--- config.mk ---
export PLATFORM = sky130hd
export DESIGN_NAME = mem_arbiter
export DESIGN_NICKNAME = d
export VERILOG_FILES = /design/src/rtl/mem_arb_pkg.sv /design/src/rtl/mem_arbiter_rr.sv /design/src/rtl/mem_arbiter.sv
export SDC_FILE = /design/constraint.sdc
export NUM_CORES = 1
export LEC_CHECK = 0
export CORE_AREA = 4 4 113 115
export CTS_CLUSTER_SIZE = 14
export DETAILED_ROUTE_END_ITERATION = 8
export DIE_AREA = 0 0 117 119
export SLEW_MARGIN = 30
export SYNTH_ARGS = -nofsm -noshare
export SYNTH_HDL_FRONTEND = slang
export SYNTH_SLANG_ARGS = --single-unit
--- constraint.sdc ---
create_clock -name clk -period 5.6 [get_ports clk]
set_input_delay 0.84 -clock clk [delete_from_list [all_inputs] [get_ports clk]]
set_output_delay 0.84 -clock clk [all_outputs]
set_load 0.005 [all_outputs]
--- src/rtl/mem_arb_pkg.sv ---
// Shared types for the data-memory port arbiter: FSM states, requester IDs
// and the default host burst limit.
package mem_arb_pkg;

    typedef enum logic [1:0] {
        IDLE      = 2'd0,
        CPU_RD    = 2'd1,
        HOST_RD   = 2'd2,
        HOST_LOCK = 2'd3
    } arb_state_e;

    typedef enum logic {
        REQ_CPU  = 1'b0,
        REQ_HOST = 1'b1
    } req_e;

    localparam int HOST_MAX_BURST_DEF = 4;

endpackage

--- src/rtl/mem_arbiter_rr.sv ---
// rr_arbiter2: two-way tie breaker between CPU and host that remembers the last
// served requester. Optional macro ARB_RR_EN selects round-robin ties; otherwise CPU wins.
module rr_arbiter2
    import mem_arb_pkg::*;
(
    input  logic clk,
    input  logic rst,
    input  logic i_cpu_req,
    input  logic i_host_req,
    input  logic i_update,
    input  req_e i_served,
    output logic o_grant_cpu,
    output logic o_grant_host
);

    req_e r_last_served;

    // Remember who completed last; HOST after reset so the CPU wins the first tie.
    always_ff @(posedge clk) begin
        if (rst) begin
            r_last_served <= REQ_HOST;
        end else if (i_update) begin
            r_last_served <= i_served;
        end else begin
            r_last_served <= r_last_served;
        end
    end

    // Single grant per cycle; only a tie consults the policy.
    always_comb begin
        o_grant_cpu  = 1'b0;
        o_grant_host = 1'b0;
        if (i_cpu_req && i_host_req) begin
`ifdef ARB_RR_EN
            o_grant_cpu  = (r_last_served == REQ_HOST);
            o_grant_host = (r_last_served == REQ_CPU);
`else
            o_grant_cpu  = 1'b1;
`endif
        end else begin
            o_grant_cpu  = i_cpu_req;
            o_grant_host = i_host_req;
        end
    end

`ifndef ARB_RR_EN
    // Fixed priority keeps the history register only for observability.
    logic w_unused_last;
    assign w_unused_last = r_last_served;
`endif

endmodule

--- src/rtl/mem_arbiter.sv ---
// Data RAM arbiter between the CPU MEM stage and the host loader; sequences the
// 1-cycle read latency and drives StallM. Tie policy set by macro ARB_RR_EN.
module mem_arbiter
    import mem_arb_pkg::*;
#(
    parameter int ADDR_W         = 32,
    parameter int DATA_W         = 32,
    parameter int HOST_MAX_BURST = HOST_MAX_BURST_DEF
) (
    input  logic              clk,
    input  logic              rst,
    input  logic              MemReqM,
    input  logic              MemWriteM,
    input  logic [ADDR_W-1:0] ALUOutM,
    input  logic [DATA_W-1:0] WriteDataM,
    output logic [DATA_W-1:0] ReadDataM,
    output logic              StallM,
    input  logic              host_req,
    input  logic              host_we,
    input  logic              host_last,
    input  logic [ADDR_W-1:0] host_addr,
    input  logic [DATA_W-1:0] host_wdata,
    output logic              host_ack,
    output logic [DATA_W-1:0] host_rdata,
    output logic [ADDR_W-1:0] mem_addr,
    output logic [DATA_W-1:0] mem_wdata,
    output logic              mem_we,
    input  logic [DATA_W-1:0] mem_rdata
);

    localparam int CNT_W = $clog2(HOST_MAX_BURST + 1);

    arb_state_e       r_state;
    arb_state_e       w_state_next;
    logic [CNT_W-1:0] r_count;
    logic [CNT_W-1:0] w_count_next;
    logic [CNT_W-1:0] w_count_inc;
    logic             w_grant_cpu;
    logic             w_grant_host;
    logic             w_update;
    req_e             w_served;
    logic             w_cpu_wr_issue;
    logic             w_host_svc;
    logic             w_beat_done;

    rr_arbiter2 u_rr (
        .clk          (clk),
        .rst          (rst),
        .i_cpu_req    (MemReqM),
        .i_host_req   (host_req),
        .i_update     (w_update),
        .i_served     (w_served),
        .o_grant_cpu  (w_grant_cpu),
        .o_grant_host (w_grant_host)
    );

    // State and beat counter registers.
    always_ff @(posedge clk) begin
        if (rst) begin
            r_state <= IDLE;
            r_count <= '0;
        end else begin
            r_state <= w_state_next;
            r_count <= w_count_next;
        end
    end

    // Next state, RAM port muxing and handshakes; rst suppresses every issue and ack.
    always_comb begin
        w_state_next   = r_state;
        w_count_next   = r_count;
        w_count_inc    = r_count + {{(CNT_W-1){1'b0}}, 1'b1};
        w_update       = 1'b0;
        w_served       = REQ_HOST;
        w_cpu_wr_issue = 1'b0;
        w_host_svc     = 1'b0;
        w_beat_done    = 1'b0;
        mem_addr       = '0;
        mem_wdata      = '0;
        mem_we         = 1'b0;
        host_ack       = 1'b0;
        host_rdata     = '0;
        ReadDataM      = '0;
        if (rst) begin
            w_state_next = IDLE;
            w_count_next = '0;
        end else begin
            case (r_state)
                IDLE: begin
                    if (w_grant_cpu) begin
                        mem_addr = ALUOutM;
                        if (MemWriteM) begin
                            mem_we         = 1'b1;
                            mem_wdata      = WriteDataM;
                            w_cpu_wr_issue = 1'b1;
                            w_update       = 1'b1;
                            w_served       = REQ_CPU;
                        end else begin
                            w_state_next = CPU_RD;
                        end
                    end else begin
                        w_host_svc = w_grant_host;
                    end
                end
                CPU_RD: begin
                    ReadDataM    = mem_rdata;
                    w_update     = 1'b1;
                    w_served     = REQ_CPU;
                    w_state_next = IDLE;
                end
                HOST_RD: begin
                    host_ack    = 1'b1;
                    host_rdata  = mem_rdata;
                    w_beat_done = 1'b1;
                end
                HOST_LOCK: begin
                    if (host_req) begin
                        w_host_svc = 1'b1;
                    end else begin
                        w_count_next = '0;
                        w_update     = 1'b1;
                        w_served     = REQ_HOST;
                        w_state_next = IDLE;
                    end
                end
                default: begin
                    w_state_next = IDLE;
                    w_count_next = '0;
                end
            endcase

            if (w_host_svc) begin
                mem_addr = host_addr;
                if (host_we) begin
                    mem_we      = 1'b1;
                    mem_wdata   = host_wdata;
                    host_ack    = 1'b1;
                    w_beat_done = 1'b1;
                end else begin
                    w_state_next = HOST_RD;
                end
            end else begin
                w_host_svc = 1'b0;
            end

            // A completed beat either closes the burst or keeps the exclusive grant.
            if (w_beat_done) begin
                if (host_last || (w_count_inc == CNT_W'(HOST_MAX_BURST))) begin
                    w_count_next = '0;
                    w_update     = 1'b1;
                    w_served     = REQ_HOST;
                    w_state_next = IDLE;
                end else begin
                    w_count_next = w_count_inc;
                    w_state_next = HOST_LOCK;
                end
            end else begin
                w_beat_done = 1'b0;
            end
        end
    end

    assign StallM = MemReqM & ~w_cpu_wr_issue & (r_state != CPU_RD) & ~rst;

endmodule

==> results.json <==
{
  "slew_violations": 0,
  "numCtsBuffers": 3,
  "core_area_sq_um": 11800,
  "combinationalPowerShare": 0.814,
  "gp_congestion": 0.823,
  "fillers": 1224,
  "port_buffers": 297,
  "cts_resized": 0,
  "start_util": 0.162,
  "slew_headroom": 0.486,
  "syn-cell-area_sq_um": 1920,
  "fp-row-count": 40,
  "power_switching_mw": 0.375,
  "worstMarginPinSlew_ps": 771,
  "pin_count": 298,
  "grt_pass1_wl_um": 17800,
  "finalCritPeriodShare": 0.739,
  "max-clock-path-buffers": 2,
  "diodes": 0,
  "worstPathArrival_ps": 3300,
  "power.share.clock": 0.127,
  "cts_root_buf": "clkbuf_16",
  "clock_latency_ps": 230,
  "fin_nets": 792,
  "period_minus_slack_ps": 4140,
  "ir_drop_v": 0.0000961,
  "crit_fanout": 39,
  "drt_iter0_drc": 175,
  "multi_input_area_sq_um": 1620,
  "drc": 0,
  "grt_max_degree": 42,
  "ys_seq_area_frac": 0.0522,
  "cts.sinks": 5,
  "avgSynthCellArea_sq_um": 5.56,
  "crit_path_start_kind": "input pin",
  "grt_pass1_vias": 3448,
  "finalWorstSetupSlack_ps": 1460,
  "worst_hold_slack_ps": 508,
  "cts_setup_buffers": 0,
  "layout_common_cells": "clkdlybuf4s50_1, nand2_1, a21oi_1",
  "grt-ovfl-total": 0,
  "die_area_sq_um": 13900,
  "final_layout_size_suffix_gt1_frac": 0.0291,
  "cts_tree": "built",
  "yosysWarnings": 0,
  "cts-hold-fix-buffers": 0,
  "rsz0062_at_grt": "no",
  "status": "completed",
  "dp_slack_ps": 1470,
  "p_seq_frac": 0.058,
  "post_drt_wl_per_cell_um": 15.9,
  "layout_commonest_cell": "clkdlybuf4s50_1",
  "dp_hpwl_um": 10100,
  "internal_power_mw": 0.566,
  "powerDensity_nw_per_um2": 188,
  "design_area_sq_um": 5010,
  "htreeDepth": 1,
  "ys.flop_type": "dfxtp_1",
  "hp-class": "register to register",
  "fin_skew_ps": 3.13,
  "vias": 3406,
  "die_h_um": 119,
  "endpoint_kind": "output port",
  "areaGrowthSynthToFinish_pct": 161,
  "path_clk_slew_ps": 40,
  "setup_viol_count_final": 0,
  "drt-total-wl_um": 12100,
  "first_pass_iters": 4,
  "track_usage": 0.158,
  "ys_types": 35,
  "drv_cap": 0,
  "report.final.hold_viol_count": 0,
  "p_leak_nw": 1.82,
  "synth_seq_cells": 5,
  "synthCells": 345,
  "path_class": "input pin to output port",
  "synth-edff-count": 0,
  "worstPathRequired_ps": 4760,
  "area.sequential_sq_um": 100,
  "die_w_um": 117,
  "vias_per_cell": 4.45,
  "synth_largest_area_cell": "and2_1",
  "power.share.switching": 0.399,
  "max_freq_mhz": 242,
  "antenna_left": 0,
  "synth_area_leaders": "and2_1, a21oi_1, nand2_1",
  "tns_ps": 0,
  "syn-num-nets": 518,
  "fin_util": 0.424,
  "antenna_found_initial": 0,
  "ys_async_sr_fraction": 0,
  "synth.top_cell.area_share": 0.212,
  "placed_area_sq_um": 4930
}
state kept, by name, indices dropped and copies added (netlist names):
register / cells
r_count: 3
r_state: 2
path summary, 6_finish.rpt:
path                   start            to  slack, ps  depth (start not counted)
setup / recovery    host_req  mem_wdata[2]       1460                          6
hold / removal    r_count[1]    r_count[1]        510                          2
hold reg to reg   r_count[1]    r_count[1]        510                          2
setup reg to reg  r_state[0]    r_state[1]       3410                          6
power by group through the flow:
stage | sequential (mW) | clock (mW) | combinational, mW
4_1_cts | 0.0544 | 0.121 | 0.777
6_report | 0.0548 | 0.120 | 0.766
5_1_grt | 0.0555 | 0.123 | 0.839
2_1_floorplan | 0.0528 | 0 | 0.362
3_3_place_gp | 0.0541 | 0 | 0.766
3_5_place_dp | 0.0550 | 0 | 0.774
worst max-delay path, cell delays in order:
cell             delay (ps)
clkdlybuf4s50_1         540
and3b_1                 210
o21a_2                  650
o21bai_4                300
a21oi_1                 220
clkdlybuf4s50_1         530
cells in the mapped netlist, drive strengths merged, types with 2 or more instances:
master	n
nand3	47
nor3	2
dfxtp	5
ha	6
clkbuf	14
nor2b	5
a21oi	70
inv	3
nor2	3
o21ai	3
o21a	2
buf	21
nand2	82
nor4b	3
and2	65
o22ai	2
per-stage QoR:
stage	instances	total power, mW
floorplan	345	0.415
finish	765	0.941
detailed placement	761	0.829
CTS	765	0.952
global placement	761	0.820
global route	765	1.02
final cells by class:
type / count / area share
timing repair buffer: 304 / 0.602
multi-input combinational: 302 / 0.323
tap: 147 / 0.0367
sequential: 5 / 0.0200
clock buffer: 3 / 0.0150
inverter: 3 / 0.00225
clock inverter: 1 / 0.000998
layer usage:
layer  wire length (um)  GRT usage  vias up
li1                   -          -     1695
met1               4350      0.165     1515
met2               6340      0.306      192
met3               1390     0.0503        4
met4                 56     0.0222        0
met5                  0          0        -
logic make-up (layout without fill, tap and decap cells):
logic type / count (synthesis) / count (layout) / share of synthesized area
XOR/XNOR: 1 / 1 / 0.00457
adder cells (fa/ha/maj): 6 / 6 / 0.0391
AO/OA/AOI/OAI: 82 / 82 / 0.235
flip-flops: 5 / 5 / 0.0522
AND/OR/NAND/NOR: 213 / 213 / 0.563
buffers and inverters: 38 / 311 / 0.106
Power figures use the tool's default switching activity.
